**src/rtl/des_region_scheduler_if.sv**
```systemverilog
// Bus bundle between the region scheduler, the CPU register block and the DES wrapper array.
// The scheduler sits on the master modport; the CPU side and the workers sit on the slave modport.
interface des_region_scheduler_if #(
  parameter int NUM_WORKERS = 4,
  parameter int CNT_W       = 64
);
  logic                         start;
  logic                         abort;
  logic [31:0]                  first_region;
  logic [31:0]                  last_region;
  logic [31:0]                  w_cmd;
  logic [31:0]                  w_region;
  logic [NUM_WORKERS-1:0]       w_cmd_valid;
  logic [NUM_WORKERS-1:0]       w_cmd_read;
  logic [NUM_WORKERS-1:0]       w_done;
  logic [NUM_WORKERS*CNT_W-1:0] w_counter;
  logic                         res_valid;
  logic                         res_ready;
  logic [31:0]                  res_region;
  logic [CNT_W-1:0]             res_counter;
  logic [CNT_W-1:0]             total;
  logic                         busy;
  logic                         job_done;

  modport master (
    input  start, abort, first_region, last_region, w_cmd_read, w_done, w_counter, res_ready,
    output w_cmd, w_region, w_cmd_valid, res_valid, res_region, res_counter, total, busy, job_done
  );

  modport slave (
    output start, abort, first_region, last_region, w_cmd_read, w_done, w_counter, res_ready,
    input  w_cmd, w_region, w_cmd_valid, res_valid, res_region, res_counter, total, busy, job_done
  );
endinterface

```
**src/rtl/des_region_scheduler.sv**
```systemverilog
// Hands regions first..last to a pool of DES wrappers one command at a time, collects each
// worker's final counter round-robin and streams the per-region results to the CPU.
module des_region_scheduler #(
  parameter int          NUM_WORKERS     = 4,
  parameter int          CNT_W           = 64,
  parameter logic [31:0] CMD_READ_REGION = 32'd1,
  parameter logic [31:0] CMD_START       = 32'd2,
  parameter logic [31:0] CMD_RESTART     = 32'd3
) (
  input  logic                  clk,
  input  logic                  rst_n,
  des_region_scheduler_if.master bus
);
  localparam int IDX_W = (NUM_WORKERS > 1) ? $clog2(NUM_WORKERS) : 1;
  localparam logic [IDX_W:0] N_W = (IDX_W + 1)'(NUM_WORKERS);

  localparam logic [2:0] S_IDLE    = 3'd0;
  localparam logic [2:0] S_SCAN    = 3'd1;
  localparam logic [2:0] S_CMD     = 3'd2;
  localparam logic [2:0] S_RELEASE = 3'd3;
  localparam logic [2:0] S_RESULT  = 3'd4;
  localparam logic [2:0] S_FINISH  = 3'd5;

  logic [2:0]             state_q, state_d;
  logic [NUM_WORKERS-1:0] active_q, active_d;
  logic [31:0]            tag_q [NUM_WORKERS];
  logic [31:0]            tag_d [NUM_WORKERS];
  logic [32:0]            next_region_q, next_region_d;
  logic [31:0]            last_region_q, last_region_d;
  logic [IDX_W-1:0]       rr_q, rr_d, sel_q, sel_d;
  logic                   abort_q, abort_d;
  logic [31:0]            w_cmd_q, w_cmd_d, w_region_q, w_region_d;
  logic [NUM_WORKERS-1:0] w_cmd_valid_q, w_cmd_valid_d;
  logic                   res_valid_q, res_valid_d;
  logic [31:0]            res_region_q, res_region_d;
  logic [CNT_W-1:0]       res_counter_q, res_counter_d, total_q, total_d;
  logic                   busy_q, job_done_q;

  logic [CNT_W-1:0]       counter_w [NUM_WORKERS];
  logic [NUM_WORKERS-1:0] cand;
  logic                   found_done, found_active, found_idle;
  logic [IDX_W-1:0]       done_idx, active_idx, idle_idx;
  logic [IDX_W:0]         pos, rr_inc;

  for (genvar gi = 0; gi < NUM_WORKERS; gi++) begin : g_cnt
    assign counter_w[gi] = bus.w_counter[gi*CNT_W +: CNT_W];
  end

  assign cand = active_q & bus.w_done;

  // Descending scans so the lowest index (or the one closest to rr) overwrites last and wins.
  always_comb begin
    found_done   = 1'b0;
    found_active = 1'b0;
    found_idle   = 1'b0;
    done_idx     = '0;
    active_idx   = '0;
    idle_idx     = '0;
    pos          = '0;
    for (int k = NUM_WORKERS - 1; k >= 0; k--) begin
      if (active_q[k]) begin
        found_active = 1'b1;
        active_idx   = IDX_W'(k);
      end else begin
        found_idle = 1'b1;
        idle_idx   = IDX_W'(k);
      end
      pos = {1'b0, rr_q} + (IDX_W + 1)'(k);
      if (pos >= N_W) pos = pos - N_W;
      if (cand[pos[IDX_W-1:0]]) begin
        found_done = 1'b1;
        done_idx   = pos[IDX_W-1:0];
      end
    end
    rr_inc = {1'b0, done_idx} + (IDX_W + 1)'(1);
  end

  always_comb begin
    state_d       = state_q;
    active_d      = active_q;
    tag_d         = tag_q;
    next_region_d = next_region_q;
    last_region_d = last_region_q;
    rr_d          = rr_q;
    sel_d         = sel_q;
    abort_d       = abort_q;
    w_cmd_d       = w_cmd_q;
    w_region_d    = w_region_q;
    w_cmd_valid_d = w_cmd_valid_q;
    res_valid_d   = res_valid_q;
    res_region_d  = res_region_q;
    res_counter_d = res_counter_q;
    total_d       = total_q;
    if (state_q != S_IDLE && bus.abort) abort_d = 1'b1;

    case (state_q)
      S_IDLE: begin
        if (bus.start) begin
          next_region_d = {1'b0, bus.first_region};
          last_region_d = bus.last_region;
          total_d       = '0;
          rr_d          = '0;
          abort_d       = 1'b0;
          state_d       = S_SCAN;
        end
      end
      S_SCAN: begin
        if (abort_q && found_active) begin
          w_cmd_d       = CMD_RESTART;
          w_region_d    = tag_q[active_idx];
          sel_d         = active_idx;
          w_cmd_valid_d = NUM_WORKERS'(1) << active_idx;
          state_d       = S_CMD;
        end else if (abort_q) begin
          abort_d = 1'b0;
          state_d = S_IDLE;
        end else if (found_done) begin
          res_counter_d = counter_w[done_idx];
          res_region_d  = tag_q[done_idx];
          rr_d          = (rr_inc == N_W) ? '0 : rr_inc[IDX_W-1:0];
          sel_d         = done_idx;
          res_valid_d   = 1'b1;
          state_d       = S_RESULT;
        end else if (next_region_q <= {1'b0, last_region_q} && found_idle) begin
          w_cmd_d       = CMD_READ_REGION;
          w_region_d    = next_region_q[31:0];
          sel_d         = idle_idx;
          w_cmd_valid_d = NUM_WORKERS'(1) << idle_idx;
          state_d       = S_CMD;
        end else if (!found_active && next_region_q > {1'b0, last_region_q}) begin
          state_d = S_FINISH;
        end
      end
      S_CMD: begin
        if (bus.w_cmd_read[sel_q]) begin
          w_cmd_valid_d = '0;
          state_d       = S_RELEASE;
        end
      end
      S_RELEASE: begin
        // The command word itself tells us where we are in the per-worker sequence.
        if (!bus.w_cmd_read[sel_q]) begin
          if (w_cmd_q == CMD_READ_REGION) begin
            w_cmd_d       = CMD_START;
            w_cmd_valid_d = NUM_WORKERS'(1) << sel_q;
            state_d       = S_CMD;
          end else if (w_cmd_q == CMD_START) begin
            active_d[sel_q] = 1'b1;
            tag_d[sel_q]    = w_region_q;
            next_region_d   = next_region_q + 33'd1;
            state_d         = S_SCAN;
          end else begin
            active_d[sel_q] = 1'b0;
            state_d         = S_SCAN;
          end
        end
      end
      S_RESULT: begin
        if (abort_q || bus.abort || bus.res_ready) begin
          if (!(abort_q || bus.abort)) total_d = total_q + res_counter_q;
          res_valid_d   = 1'b0;
          w_cmd_d       = CMD_RESTART;
          w_region_d    = res_region_q;
          w_cmd_valid_d = NUM_WORKERS'(1) << sel_q;
          state_d       = S_CMD;
        end
      end
      S_FINISH: state_d = S_IDLE;
      default:  state_d = S_IDLE;
    endcase
  end

  always_ff @(posedge clk or negedge rst_n) begin
    if (!rst_n) begin
      state_q       <= S_IDLE;
      active_q      <= '0;
      for (int i = 0; i < NUM_WORKERS; i++) tag_q[i] <= '0;
      next_region_q <= '0;
      last_region_q <= '0;
      rr_q          <= '0;
      sel_q         <= '0;
      abort_q       <= 1'b0;
      w_cmd_q       <= '0;
      w_region_q    <= '0;
      w_cmd_valid_q <= '0;
      res_valid_q   <= 1'b0;
      res_region_q  <= '0;
      res_counter_q <= '0;
      total_q       <= '0;
      busy_q        <= 1'b0;
      job_done_q    <= 1'b0;
    end else begin
      state_q       <= state_d;
      active_q      <= active_d;
      tag_q         <= tag_d;
      next_region_q <= next_region_d;
      last_region_q <= last_region_d;
      rr_q          <= rr_d;
      sel_q         <= sel_d;
      abort_q       <= abort_d;
      w_cmd_q       <= w_cmd_d;
      w_region_q    <= w_region_d;
      w_cmd_valid_q <= w_cmd_valid_d;
      res_valid_q   <= res_valid_d;
      res_region_q  <= res_region_d;
      res_counter_q <= res_counter_d;
      total_q       <= total_d;
      busy_q        <= (state_d != S_IDLE);
      job_done_q    <= (state_d == S_FINISH);
    end
  end

  assign bus.w_cmd       = w_cmd_q;
  assign bus.w_region    = w_region_q;
  assign bus.w_cmd_valid = w_cmd_valid_q;
  assign bus.res_valid   = res_valid_q;
  assign bus.res_region  = res_region_q;
  assign bus.res_counter = res_counter_q;
  assign bus.total       = total_q;
  assign bus.busy        = busy_q;
  assign bus.job_done    = job_done_q;
endmodule

```
**src/flat_wrapper.sv**
```systemverilog
// flat-port wrapper written by rule: the top's interface ports become plain ports
module des_region_scheduler_flat 
#(
  parameter int          NUM_WORKERS     = 4,
  parameter int          CNT_W           = 64,
  parameter logic [31:0] CMD_READ_REGION = 32'd1,
  parameter logic [31:0] CMD_START       = 32'd2,
  parameter logic [31:0] CMD_RESTART     = 32'd3
)
  (clk, rst_n, bus_start, bus_abort, bus_first_region, bus_last_region, bus_w_cmd_read, bus_w_done, bus_w_counter, bus_res_ready, bus_w_cmd, bus_w_region, bus_w_cmd_valid, bus_res_valid, bus_res_region, bus_res_counter, bus_total, bus_busy, bus_job_done);
  des_region_scheduler_if #(.NUM_WORKERS(NUM_WORKERS), .CNT_W(CNT_W)) bus_i ();
  input  logic clk;
  input  logic rst_n;
  input wire logic [$bits(bus_i.start)-1:0] bus_start;
  input wire logic [$bits(bus_i.abort)-1:0] bus_abort;
  input wire logic [$bits(bus_i.first_region)-1:0] bus_first_region;
  input wire logic [$bits(bus_i.last_region)-1:0] bus_last_region;
  input wire logic [$bits(bus_i.w_cmd_read)-1:0] bus_w_cmd_read;
  input wire logic [$bits(bus_i.w_done)-1:0] bus_w_done;
  input wire logic [$bits(bus_i.w_counter)-1:0] bus_w_counter;
  input wire logic [$bits(bus_i.res_ready)-1:0] bus_res_ready;
  output wire logic [$bits(bus_i.w_cmd)-1:0] bus_w_cmd;
  output wire logic [$bits(bus_i.w_region)-1:0] bus_w_region;
  output wire logic [$bits(bus_i.w_cmd_valid)-1:0] bus_w_cmd_valid;
  output wire logic [$bits(bus_i.res_valid)-1:0] bus_res_valid;
  output wire logic [$bits(bus_i.res_region)-1:0] bus_res_region;
  output wire logic [$bits(bus_i.res_counter)-1:0] bus_res_counter;
  output wire logic [$bits(bus_i.total)-1:0] bus_total;
  output wire logic [$bits(bus_i.busy)-1:0] bus_busy;
  output wire logic [$bits(bus_i.job_done)-1:0] bus_job_done;
  assign bus_i.start = bus_start;
  assign bus_i.abort = bus_abort;
  assign bus_i.first_region = bus_first_region;
  assign bus_i.last_region = bus_last_region;
  assign bus_i.w_cmd_read = bus_w_cmd_read;
  assign bus_i.w_done = bus_w_done;
  assign bus_i.w_counter = bus_w_counter;
  assign bus_i.res_ready = bus_res_ready;
  assign bus_w_cmd = bus_i.w_cmd;
  assign bus_w_region = bus_i.w_region;
  assign bus_w_cmd_valid = bus_i.w_cmd_valid;
  assign bus_res_valid = bus_i.res_valid;
  assign bus_res_region = bus_i.res_region;
  assign bus_res_counter = bus_i.res_counter;
  assign bus_total = bus_i.total;
  assign bus_busy = bus_i.busy;
  assign bus_job_done = bus_i.job_done;
  des_region_scheduler #(.NUM_WORKERS(NUM_WORKERS), .CNT_W(CNT_W), .CMD_READ_REGION(CMD_READ_REGION), .CMD_START(CMD_START), .CMD_RESTART(CMD_RESTART)) u_core (.clk(clk), .rst_n(rst_n), .bus(bus_i));
endmodule
```
**config.mk**
```make
export PLATFORM = sky130hd
export DESIGN_NAME = des_region_scheduler_flat
export DESIGN_NICKNAME = d
export VERILOG_FILES = /design/src/rtl/des_region_scheduler_if.sv /design/src/rtl/des_region_scheduler.sv /design/src/flat_wrapper.sv
export SDC_FILE = /design/constraint.sdc
export NUM_CORES = 1
export LEC_CHECK = 0
export CAP_MARGIN = 20
export CORE_MARGIN = 3
export CORE_UTILIZATION = 41
export CTS_BUF_LIST = sky130_fd_sc_hd__clkbuf_16
export DETAILED_ROUTE_END_ITERATION = 8
export PLACE_DENSITY = 0.66
export SYNTH_ARGS = -nofsm -noshare
export SYNTH_HDL_FRONTEND = slang
export SYNTH_SLANG_ARGS = --single-unit
```
**constraint.sdc**
```tcl
create_clock -name clk -period 8.85 [get_ports clk]
set_input_delay 0.885 -clock clk [delete_from_list [all_inputs] [get_ports clk]]
set_output_delay 0.885 -clock clk [all_outputs]
set_load 0.01 [all_outputs]
```
After elaboration in Yosys (flattened, before gate mapping)
Index checks and enable logic that the tools add are counted.
{ "word_totals": {"ff_bits": 436, "inputBits": 333} }
{ "classes": {"add_sub_neg": 10, "magnitude_cmp": 16, "n_eq_ne": 23, "n_shift": 3, "mux": 116, "bitwise": 11, "n_reduce_logical": 31} }
{ "op_table": {"columns": ["op", "count"], "rows": [
  ["32-bit two-way mux", 17],
  ["64-bit two-way mux", 5],
  ["33-bit two-way mux", 4],
  ["32-bit binary-select mux with 2-bit select", 2],
  ["64-bit binary-select mux with 2-bit select", 1],
  ["128-bit bitwise mux", 1],
  ["64-bit case mux with 2 select lines", 1],
  ["32-bit case mux with 3 select lines", 1],
  ["33-bit case mux with 2 select lines", 1],
  ["64-bit adder", 1],
  ["32-bit demux with 2-bit select", 1],
  ["32-bit case mux with 2 select lines", 1],
  ["2-bit two-way mux", 26],
  ["4-bit two-way mux", 9],
  ["33-bit by 1-bit adder with 33-bit output, second input constant", 1],
  ["33-bit by 32-bit greater-than comparator with 1-bit output", 1],
  ["33-bit by 32-bit less-or-equal comparator with 1-bit output", 1],
  ["32-bit by 1-bit == test with 1-bit output, second input constant", 1],
  ["32-bit by 2-bit == test with 1-bit output, second input constant", 1],
  ["3-bit two-way mux", 9],
  ["1-bit two-way mux", 26],
  ["5-bit AND reduction", 4],
  ["3-bit greater-or-equal comparator, second input constant", 6],
  ["4-bit case mux with 4 select lines", 1],
  ["other kinds (37)", 88]
]} }

Longest topological paths before layout
Gate-level depths: netlist (run 1).
{ "logic_depth": {"depth_word": 16, "mapped_depth": 13} }

Worst setup path after synthesis (run 1)
No wires, ideal clock.
{ "synth_path": {"kind": "reg-to-reg", "startpoint": "register u_core.total_q[0], in the netlist u_core.bus.total[0]", "endpoint": "register u_core.total_q[62], in the netlist u_core.bus.total[62]", "setup_ns": 0.125, "arrival_time_ns": 3.233, "path_slack_ns": 5.492, "stages_incl_launch_ff": 13, "path_buffers": 0, "period_less_slack_ns": 3.358, "cell_sequence": "dfrtp_1 ha_1 fa_1 a211oi_1 o21ai_0 a221o_1 nor3_1 o21ai_2 a211oi_1 o31ai_1 a21o_2 a21oi_2 mux2_4"} }
{ "synth_between": {"elab_chain_cells": 4} }
{ "synth_rtl": {"columns": ["element", "line_no", "rtl"], "rows": [
  ["start: declaration", "des_region_scheduler.sv:36", "logic [CNT_W-1:0] res_counter_q, res_counter_d, total_q, total_d;"],
  ["start signal: assignment", "des_region_scheduler.sv:207", "total_q <= total_d;"],
  ["64-bit adder", "des_region_scheduler.sv:160", "if (!(abort_q || bus.abort)) total_d = total_q + res_counter_q;"],
  ["64-bit two-way mux", "des_region_scheduler.sv:160", null],
  ["64-bit two-way mux", "des_region_scheduler.sv:159", "if (abort_q || bus.abort || bus.res_ready) begin"],
  ["64-bit case mux with 2 select lines", "des_region_scheduler.sv:96", "case (state_q)"]
]} }
Every way passes these cells. The select of a mux whose other input is x is not followed.
A chain may end at the register's enable or synchronous reset.

Worst setup path in the final report (run 1)
{ "layout_path": {"startpoint": "register u_core.next_region_q[6]", "endpoint": "register u_core.w_region_q[6], in the netlist u_core.bus.w_region[6]"} }
{ "layout_between": {"elab_chain_cells": 5} }
{ "layout_rtl": {"columns": ["element", "line_no", "rtl"], "rows": [
  ["start: declaration", "des_region_scheduler.sv:28", "logic [32:0] next_region_q, next_region_d;"],
  ["start signal: assignment", "des_region_scheduler.sv:196", "next_region_q <= next_region_d;"],
  ["parallel branches: the longest is 5 deep, another holds 33-bit by 32-bit less-or-equal comparator with 1-bit output", null, null],
  ["end signal: assignment", "des_region_scheduler.sv:202", "w_region_q <= w_region_d;"],
  ["end: declaration", "des_region_scheduler.sv:32", "logic [31:0] w_cmd_q, w_cmd_d, w_region_q, w_region_d;"]
]} }
Parallel ways; which one is timed is not known. The select of a mux whose other input is x is not followed.

==> results of run 1 <==
stage by stage:
step	power, W	hold slack, ps
floorplan	0.00516	479
global placement	0.00680	462
detailed placement	0.00687	469
CTS	0.00891	305
global route	0.00944	334
finish	0.00886	293
final cells by class:
type | instances | area [um2] | area share
multi-input combinational | 2330 | 14100 | 0.432
sequential | 406 | 10200 | 0.311
timing repair buffer | 560 | 5590 | 0.171
clock buffer | 47 | 1180 | 0.0360
tap | 782 | 978 | 0.0300
clock inverter | 37 | 388 | 0.0119
inverter | 59 | 221 | 0.00679
antenna | 4 | 10.0 | 0.000307
synth_stat cells (4+ instances only):
cell type,n,area share
nand2_1,767,0.11
dfrtp_1,406,0.40
o21ai_0,330,0.065
nand3_1,194,0.038
mux2_2,192,0.086
clkbuf_1,159,0.024
a21oi_1,146,0.029
nor2_1,123,0.018
ha_1,96,0.048
inv_1,59,0.0088
a21o_1,58,0.017
a31oi_1,45,0.011
xnor2_1,39,0.014
mux4_2,33,0.029
buf_4,32,0.0095
nand4_1,31,0.0077
nor3_1,24,0.0048
xor2_1,22,0.0076
and3_1,21,0.0052
buf_1,21,0.0031
o22ai_1,18,0.0045
o21bai_1,12,0.0036
o31ai_1,11,0.0033
a211oi_1,10,0.0030
buf_2,9,0.0018
nor2b_1,9,0.0022
o21a_1,8,0.0024
a211o_1,7,0.0024
a41oi_1,7,0.0024
nand2b_1,7,0.0017
and2_1,6,0.0015
o211ai_1,6,0.0018
or3_1,6,0.0015
nor4_1,5,0.0012
a22oi_1,4,0.0012
mux2i_1,4,0.0016
o22a_1,4,0.0014
or2_2,4,0.00099
where the power goes:
part / internal, W / leakage (nW) / switching, W
combinational: 0.00175 / 8.42 / 0.00206
sequential: 0.00238 / 5.34 / 0.000667
clock: 0.00117 / 0.827 / 0.000834
state kept, by name, summed over array words and instances (netlist names), 2 cells and up, named ones only:
register and count:
u_core.state_q 3, u_core.next_region_q 33, u_core.bus.res_counter 64, u_core.bus.w_cmd_valid 4, u_core.bus.total 64, u_core.last_region_q 32
u_core.tag_q 128, u_core.bus.res_region 32, u_core.bus.w_cmd 2, u_core.rr_q 2, u_core.sel_q 2, u_core.bus.w_region 32
kinds of logic (layout without fill, tap and decap cells):
group / count (synthesis) / count (layout) / share of synthesized area
mux: 230 / 230 / 0.117
buf+inv: 280 / 703 / 0.0468
flops: 406 / 406 / 0.402
compound gates: 700 / 700 / 0.161
simple gates: 1212 / 1212 / 0.202
fa+ha+maj: 97 / 97 / 0.0484
xor+xnor: 61 / 61 / 0.0212
other cells: 1 / 34 / 0.000149
per-layer routing:
layer  part of all wire  global-route usage  wire (um)  vias to the layer above
met2               0.48               0.444      42600                      801
met5            0.00012                   0         11                        -
met3              0.078              0.0564       6930                      131
met1               0.40               0.339      36000                    11100
met4              0.039               0.100       3430                        2
li1                   -                   -          -                    11200
final timing paths:
kind	start	endpoint	slack [ps]	depth (start not counted)
max in group asynchronous	rst_n	u_core.bus.total[3]$_DFFE_PN0P_	6610	3
hold reg to reg	u_core.bus.w_cmd_valid[3]$_DFFE_PN0P_	u_core.bus.w_cmd_valid[3]$_DFFE_PN0P_	480	2
hold / removal	rst_n	u_core.tag_q[48]$_DFFE_PN0P_	290	1
min in group clk	u_core.bus.w_cmd_valid[3]$_DFFE_PN0P_	u_core.bus.w_cmd_valid[3]$_DFFE_PN0P_	480	2
setup / recovery	u_core.next_region_q[6]$_DFFE_PN0P_	u_core.bus.w_region[6]$_DFFE_PN0P_	4960	12
setup reg to reg	u_core.next_region_q[6]$_DFFE_PN0P_	u_core.bus.w_region[6]$_DFFE_PN0P_	4960	12
==> metrics.txt, run 1 <==
status complete, no violations; number of fill cells in the layout 5670; via/cell ratio 5.52; worst-path maximum fanout 33; WL final 89000 um; 1st-iter DRT viols 1831; die width approximately 250 um; Tcrit/Tclk final 0.439; Routed Antenna Nets 0; CP dominant cell by count a21o_1; area post-placement 31100 um2; Final Setup Violations 0; #FFs+latches synth 406; Power Density between 200 and 300 nW/um2; Worst path top cell family by delay compound AO/OA/AOI/OAI gates; initial antenna violation count 7; number of synthesized flops with an enable pin 0; post-CTS resize count 0; final instance area 32600 um2; unrepaired setup endpoints after global routing false; H-tree levels 2; Die Y 254 um; vias in the first global route 22100; CTS buffer count 47; clk slew on worst S/H paths 60 ps; total gr overflow 0; Setup crit start kind flop; critical path's largest stage delay 530 ps; worst skew pair latency 610 ps; Rel. slew slack 0.297; commonest non-fill, non-tap cell in the layout nand2_1; Core Rows 90; Post-CTS Setup Bufs 0; Placer Congestion ~0.9; Worst setup EP type flop; clk sinks 406; cells along the critical path ha_1 > a21o_1 > a21o_1 > a211o_1 > a21oi_1 > o211ai_1 > a21bo_2 > a2bb2oi_2 > o2111ai_1 > a31oi_4 > buf_4 > mux2_2; # IOs 564; Final nets 3834; starting density of the core 0.417; via count ~23000; post-DP HPWL 64100 um; Post-Syn Area 25200 um2; Worst Hold Class primary input to async pin; syn avg cell area 8.45 um2; Async S/R FF share, synth 1.00; dpl ws 4760 ps; worst vdd ir 0.000163 V; drt drc 0; Clock Path Buffers 3; commonest cells after routing, fill and taps aside nand2_1, clkdlybuf4s50_1, dfrtp_1; critical path type flop to flop; P_leak 14.6 nW; I/O Buffers 533; Fin Clk Skew 54.0 ps; fin util 0.539; Die Footprint 64600 um2; Core Region 60600 um2; first-pass GRT wire length 133000 um; drt wl/cell 21.1 um; CP bufs+invs 1; CP Data Required Time 9320 ps; Hold-fix buffers, CTS 0; Synth Instances 2987; Hold Fails Final Rpt 0; Final Instance Count excl. Fillers 4225; Root Buffer clkbuf_16; global-route total usage across every layer 0.265; synth-to-layout area growth 29.3%; fin. max-slew vios 0; Worst Path Arrival 4360 ps; Max-cap violations 0; setup TNS 0 ps; Synth warnings 0; largest net degree at the start of global routing between 150 and 200; synth unique cells 75; Crit-path slowest cell buf_4; TritonRoute pass-1 iters 9; fin crit period 3890 ps; Peak Freq about 260 MHz; ys flop type dfrtp_1; CTS tree built; worst-margin pin slew between 1000 and 1500 ps; register area share after synthesis 0.402; Final WS setup 4960 ps; DP Cell Count ~4100; layout cells sized above 1 0.102
(Power assumes the default switching activity.)
==> inputs of run 2 (changes only) <==
--- a/config.mk
+++ b/config.mk
@@ -10,7 +10,7 @@
 export CORE_UTILIZATION = 41
 export CTS_BUF_LIST = sky130_fd_sc_hd__clkbuf_16
 export DETAILED_ROUTE_END_ITERATION = 8
-export PLACE_DENSITY = 0.66
+export PLACE_DENSITY = 0.69
 export SYNTH_ARGS = -nofsm -noshare
 export SYNTH_HDL_FRONTEND = slang
 export SYNTH_SLANG_ARGS = --single-unit
==> constraint.sdc (replaced) <==
create_clock -name clk -period 3.2 [get_ports clk]
set_input_delay 0.32 -clock clk [delete_from_list [all_inputs] [get_ports clk]]
set_output_delay 0.32 -clock clk [all_outputs]
set_load 0.01 [all_outputs]
==> run 2 against run 1 <==
- the run now ends with negative setup slack left
- clock power rose to 2.7 times the previous value
- total power increased to 2.9 times the previous value
- hold slack got worse by 5.5 ps
- clock-buffer cell count grew 1
- flip-flop and latch count unchanged
- first-iteration DRC count is 5.2% lower
==> metrics.txt, run 2 (synthesis gave the netlist of run 1 again) <==
status finished with violations; failing checks negative setup slack; CP Data Required Time between 3000 and 4000 ps; Final WS setup -28.4 ps; FF-to-FF path depth 14; initial antenna violation count 7; Most Crowded Layer GR met2; clk sinks 406; Tcrit/Tclk final 1.01; Max-cap violations 0; I/O Buffers between 500 and 600; via count 24100; Rel. slew slack 0.315; largest net degree at the start of global routing between 150 and 200; Final Setup Violations 8; Root Buffer clkbuf_16; Routed Antenna Nets 0; Worst setup EP type flop; fin crit period about 3200 ps; H-tree levels 2; Core Region 60600 um2; switch share 0.396; CTS tree built; fin. max-slew vios 0; CTS buffer count 47; worst vdd ir 0.000504 V; commonest non-fill, non-tap cell in the layout nand2_1; Reg with most FFs u_core.tag_q; Die Footprint 64600 um2; dpl ws -166 ps; commonest cells after routing, fill and taps aside nand2_1, clkdlybuf4s50_1, dfrtp_1; Die Y 254 um; Clock Path Buffers 3; die width 254 um; routing usage on met1 0.332; WL final 90700 um; Setup crit start kind flop; Core Rows 90; Worst Hold Class primary input to async pin; Net Sw Power 0.0103 W; starting density of the core 0.417; met3 usage 0.0524; 1st-iter DRT viols 1736; drt drc 0; worst-path maximum fanout 4; clock power share 0.207; Peak Freq 310 MHz; TritonRoute pass-1 iters 6; vias in the first global route between 20000 and 25000; drt wl/cell 20.7 um; via/cell ratio about 5.5; global-route total usage across every layer 0.270; Overall Power 0.0261 W; setup TNS -169 ps; first-pass GRT wire length 135000 um; unrepaired setup endpoints after global routing true; Hold Fails Final Rpt 0; total gr overflow 0; Final nets 4004; synth-to-layout area growth 37.0%; fin util 0.571; critical path type flop to flop; clk slew on worst S/H paths 60 ps; layout cells sized above 1 0.156; # IOs 564; sequential share of power 0.311; worst-margin pin slew 1020 ps; Combinational Power Share 0.482; Final Instance Count excl. Fillers 4394; Placer Congestion between 0.9 and 1; Fin Clk Skew 35.6 ps; Worst Path Arrival 3720 ps; met2 Use GR 0.460; Power Density 754 nW/um2; P_leak 15.6 nW; P_int about 0.016 W; post-DP HPWL roughly 66000 um; worst skew pair latency 610 ps; DP Cell Count 4290; max FFs per register 128
run 2: changes by cell type in the layout (fill, tap and decap cells not counted), moves of 4 or more:
| cell | delta |
|---|---|
| o21ai_1 | +7 |
| buf_4 | +146 |
| o21ai_0 | -9 |
| nor3_1 | -4 |
| clkinv_1 | +7 |
| inv_1 | -7 |
| ha_4 | +15 |
| ha_1 | -18 |
| buf_12 | +19 |
| a211oi_1 | -4 |
| mux2_4 | +32 |
| mux2_2 | -32 |
run 2: final timing paths:
path,startpoint,endpoint,slack [ps]
worst max-delay path,u_core.next_region_q[6]$_DFFE_PN0P_,u_core.bus.w_region[10]$_DFFE_PN0P_,-30
worst min-delay path,rst_n,u_core.tag_q[78]$_DFFE_PN0P_,290
worst max register to register,u_core.next_region_q[6]$_DFFE_PN0P_,u_core.bus.w_region[10]$_DFFE_PN0P_,-30
worst min register to register,u_core.bus.w_cmd_valid[3]$_DFFE_PN0P_,u_core.bus.w_cmd_valid[3]$_DFFE_PN0P_,480
max in group asynchronous,rst_n,u_core.bus.res_counter[18]$_DFFE_PN0P_,1850
min in group clk,bus_last_region[15],u_core.last_region_q[15]$_DFFE_PN0P_,320
run 2: layout make-up:
type	count	area, um2
antenna	1	2.50
clock buffer	48	1200
clock inverter	38	320
fill	5339	26000
inverter	59	221
multi-input combinational	2330	14600
sequential	406	10200
tap	782	978
timing repair buffer	730	7140
run 2: through the flow:
step | hold WS [ps] | cell area (um2)
2_1_floorplan | 24.4 | 25400
3_3_place_gp | 331 | 32400
3_5_place_dp | 329 | 32400
4_1_cts | 270 | 34200
5_1_grt | 307 | 34600
6_report | 287 | 34600
run 2: power by group through the flow:
stage | clock [W] | combinational [W] | sequential [W]
floorplan | 0 | 0.00627 | 0.00800
global placement | 0 | 0.0115 | 0.00806
detailed placement | 0 | 0.0117 | 0.00811
CTS | 0.00552 | 0.0123 | 0.00805
global route | 0.00570 | 0.0137 | 0.00830
finish | 0.00539 | 0.0126 | 0.00813
run 2: worst max-delay path, stage by stage, from the launching register on:
cell       delay (ps)
dfrtp_1           420
ha_4              260
a21o_1            150
a21o_1            170
a211o_1           300
a21oi_2           140
o211ai_1          150
a21bo_2           280
a2bb2oi_2         160
o2111ai_2         170
a31oi_4           220
buf_6             140
buf_6             120
clkbuf_16         150
mux2_4            290
run 2: repair_timing:
item                       CTS  global route
setup endpoints to repair   43            53
setup buffers                8             7
pin swaps                   22            31
hold endpoints to repair    59             0
hold buffers                 1             0
gates resized for setup     40            59
cloned                       2             1
run 2: layer usage:
layer / wire length (um) / vias to the layer above
met3: 6310 / 156
met2: 43900 / 791
met5: 44 / -
met1: 36400 / 11600
li1: - / 11600
met4: 4180 / 8
==> inputs of run 3 (changes only) <==
--- a/config.mk
+++ b/config.mk
@@ -7,10 +7,10 @@
 export LEC_CHECK = 0
 export CAP_MARGIN = 20
 export CORE_MARGIN = 3
-export CORE_UTILIZATION = 41
+export CORE_UTILIZATION = 35
 export CTS_BUF_LIST = sky130_fd_sc_hd__clkbuf_16
 export DETAILED_ROUTE_END_ITERATION = 8
-export PLACE_DENSITY = 0.69
+export PLACE_DENSITY = 0.6
 export SYNTH_ARGS = -nofsm -noshare
 export SYNTH_HDL_FRONTEND = slang
 export SYNTH_SLANG_ARGS = --single-unit
==> run 3 against run 2 <==
- critical endpoint is now u_core.bus.w_region[27]$_DFFE_PN0P_
- register-to-register slack about the same
- total power is 1.3% higher
- flip-flop and latch count unchanged
- routed wire length up 2.8%
- clock skew fell by 4.8 ps
- the flow still finishes with violations (negative setup slack)
- clock-buffer cell count grew 1
- largest power group unchanged
- die area increased by 17%
- highest routed layer unchanged
- cell area grew 1.7%
- hold slack improved by 12 ps
==> metrics.txt, run 3 (synthesis gave the netlist of run 1 again) <==
drt wl/cell 20.3 um; WL final 93300 um; P_int 0.0160 W; via/cell ratio 5.23; Rel. slew slack 0.488; failing checks negative setup slack; worst-path maximum fanout 8; switch share 0.394; die width ~270 um; Routed Antenna Nets 0; critical path type flop to flop; Die Y 275 um; worst-margin pin slew between 700 and 800 ps; clk sinks 406; Core Rows 97; Worst setup EP type flop; Final WS setup -18.9 ps; Clock Path Buffers 3; first-pass GRT wire length 139000 um; H-tree levels 2; Max-cap violations 0; global-route total usage across every layer 0.237; worst vdd ir 0.000624 V; post-DP HPWL around 70000 um; Final Setup Violations 8; Peak Freq 311 MHz; TritonRoute pass-1 iters 5; fin. max-slew vios 0; status finished with violations; clock power share 0.210; Hold Fails Final Rpt 0; FF-to-FF path depth 13; Tcrit/Tclk final 1.01; max FFs per register 128; Worst Path Arrival approximately 3700 ps; Final Instance Count excl. Fillers between 4000 and 5000; clk slew on worst S/H paths 60 ps; starting density of the core 0.357; I/O Buffers 533; layout cells sized above 1 0.165; worst skew pair latency around 600 ps; setup TNS -82.1 ps; Setup crit start kind flop; DP Cell Count about 4500; Core Region approximately 70000 um2; Net Sw Power 0.0104 W; unrepaired setup endpoints after global routing true; initial antenna violation count 8; via count around 24000; Die Footprint 75400 um2; FF-to-FF Start u_core.next_region_q[6]$_DFFE_PN0P_; Final nets 4036; Combinational Power Share 0.485; Fin Clk Skew 30.8 ps; drt drc 0; sequential share of power 0.304; CTS tree built; fin crit period roughly 3200 ps; CTS buffer count 49; R2R setup slack -20 ps; commonest cells after routing, fill and taps aside nand2_1, clkdlybuf4s50_1, dfrtp_1; # IOs 564; P_leak 15.8 nW; 1st-iter DRT viols around 1400; Reg with most FFs u_core.tag_q; Placer Congestion 0.890; CP Data Required Time 3670 ps; commonest non-fill, non-tap cell in the layout nand2_1; fin util 0.497; Worst Hold Class primary input to async pin; largest net degree at the start of global routing 81; number of fill cells in the layout between 6000 and 7000; vias in the first global route between 20000 and 25000; Power Density about 750 nW/um2; Root Buffer clkbuf_16; synth-to-layout area growth 39.3%; total gr overflow 0; worst r2r dst u_core.bus.w_region[27]$_DFFE_PN0P_
## run 3: timing repair
action | in CTS | in global routing
cloned | 1 | 2
resized for setup | 28 | 77
pin swaps | 13 | 46
endpoints found under the hold margin | 62 | 0
setup buffers | 7 | 16
setup endpoints to repair | 42 | 55
hold buffers | 1 | 0
## run 3: area by class of cell
cell class | count | area (um2) | share of cell area
Inverter | 59 | 221 | 0.00630
Timing Repair Buffer | 760 | 7400 | 0.211
Tap cell | 940 | 1180 | 0.0334
Sequential cell | 406 | 10200 | 0.289
Clock inverter | 40 | 348 | 0.00989
Multi-Input combinational cell | 2330 | 14600 | 0.416
Clock buffer | 49 | 1230 | 0.0349
Antenna cell | 4 | 10.0 | 0.000285
## run 3: power groups by stage
stage	Sequential (W)	Combinational (W)	Clock, W
floorplan	0.00800	0.00627	0
global placement	0.00802	0.0119	0
detailed placement	0.00807	0.0120	0
CTS	0.00800	0.0124	0.00571
global route	0.00826	0.0140	0.00591
finish	0.00805	0.0128	0.00556
## run 3: per-layer routing
layer / track usage / share of wire
met2: 0.415 / 0.49
met4: 0.0805 / 0.033
met5: 0 / 0.00044
met3: 0.0508 / 0.071
met1: 0.288 / 0.40
## run 3: critical path, cell delays in order, from the launching register on
cell and delay [ps]:
dfrtp_1 400, ha_4 250, a21o_1 150, a21o_1 160, a211o_1 300, a21oi_2 130
o211ai_1 150, a21bo_2 270, a2bb2oi_4 180, o2111ai_4 160, a31oi_4 270, buf_6 170
clkbuf_16 180, mux2_4 300
## run 3: stage by stage
stage / setup slack, ps / hold WS (ps) / power [W] / instance area, um2
final: -18.9 / 299 / 0.0264 / 35200
after global routing: -158 / 310 / 0.0282 / 35200
after CTS: -114 / 290 / 0.0261 / 34600
after detailed placement: -196 / 347 / 0.0200 / 32800
after global placement: -159 / 341 / 0.0199 / 32800
after floorplan: 22.5 / 24.4 / 0.0143 / 25400
## run 3: how the worst max path moves through the flow
stage / startpoint / slack, ps / endpoint / cells after the start
after global placement: u_core.bus.total[0]$_DFFE_PN0P_ / -160 / u_core.bus.total[62]$_DFFE_PN0P_ / 12
final: u_core.next_region_q[6]$_DFFE_PN0P_ / -20 / u_core.bus.w_region[27]$_DFFE_PN0P_ / 13
after floorplan: u_core.bus.total[0]$_DFFE_PN0P_ / 20 / u_core.bus.total[48]$_DFFE_PN0P_ / 12
after detailed placement: u_core.bus.total[0]$_DFFE_PN0P_ / -200 / u_core.bus.total[48]$_DFFE_PN0P_ / 13
after global routing: u_core.last_region_q[10]$_DFFE_PN0P_ / -160 / u_core.bus.w_region[29]$_DFFE_PN0P_ / 14
after CTS: u_core.last_region_q[6]$_DFFE_PN0P_ / -110 / u_core.bus.w_region[0]$_DFFE_PN0P_ / 14
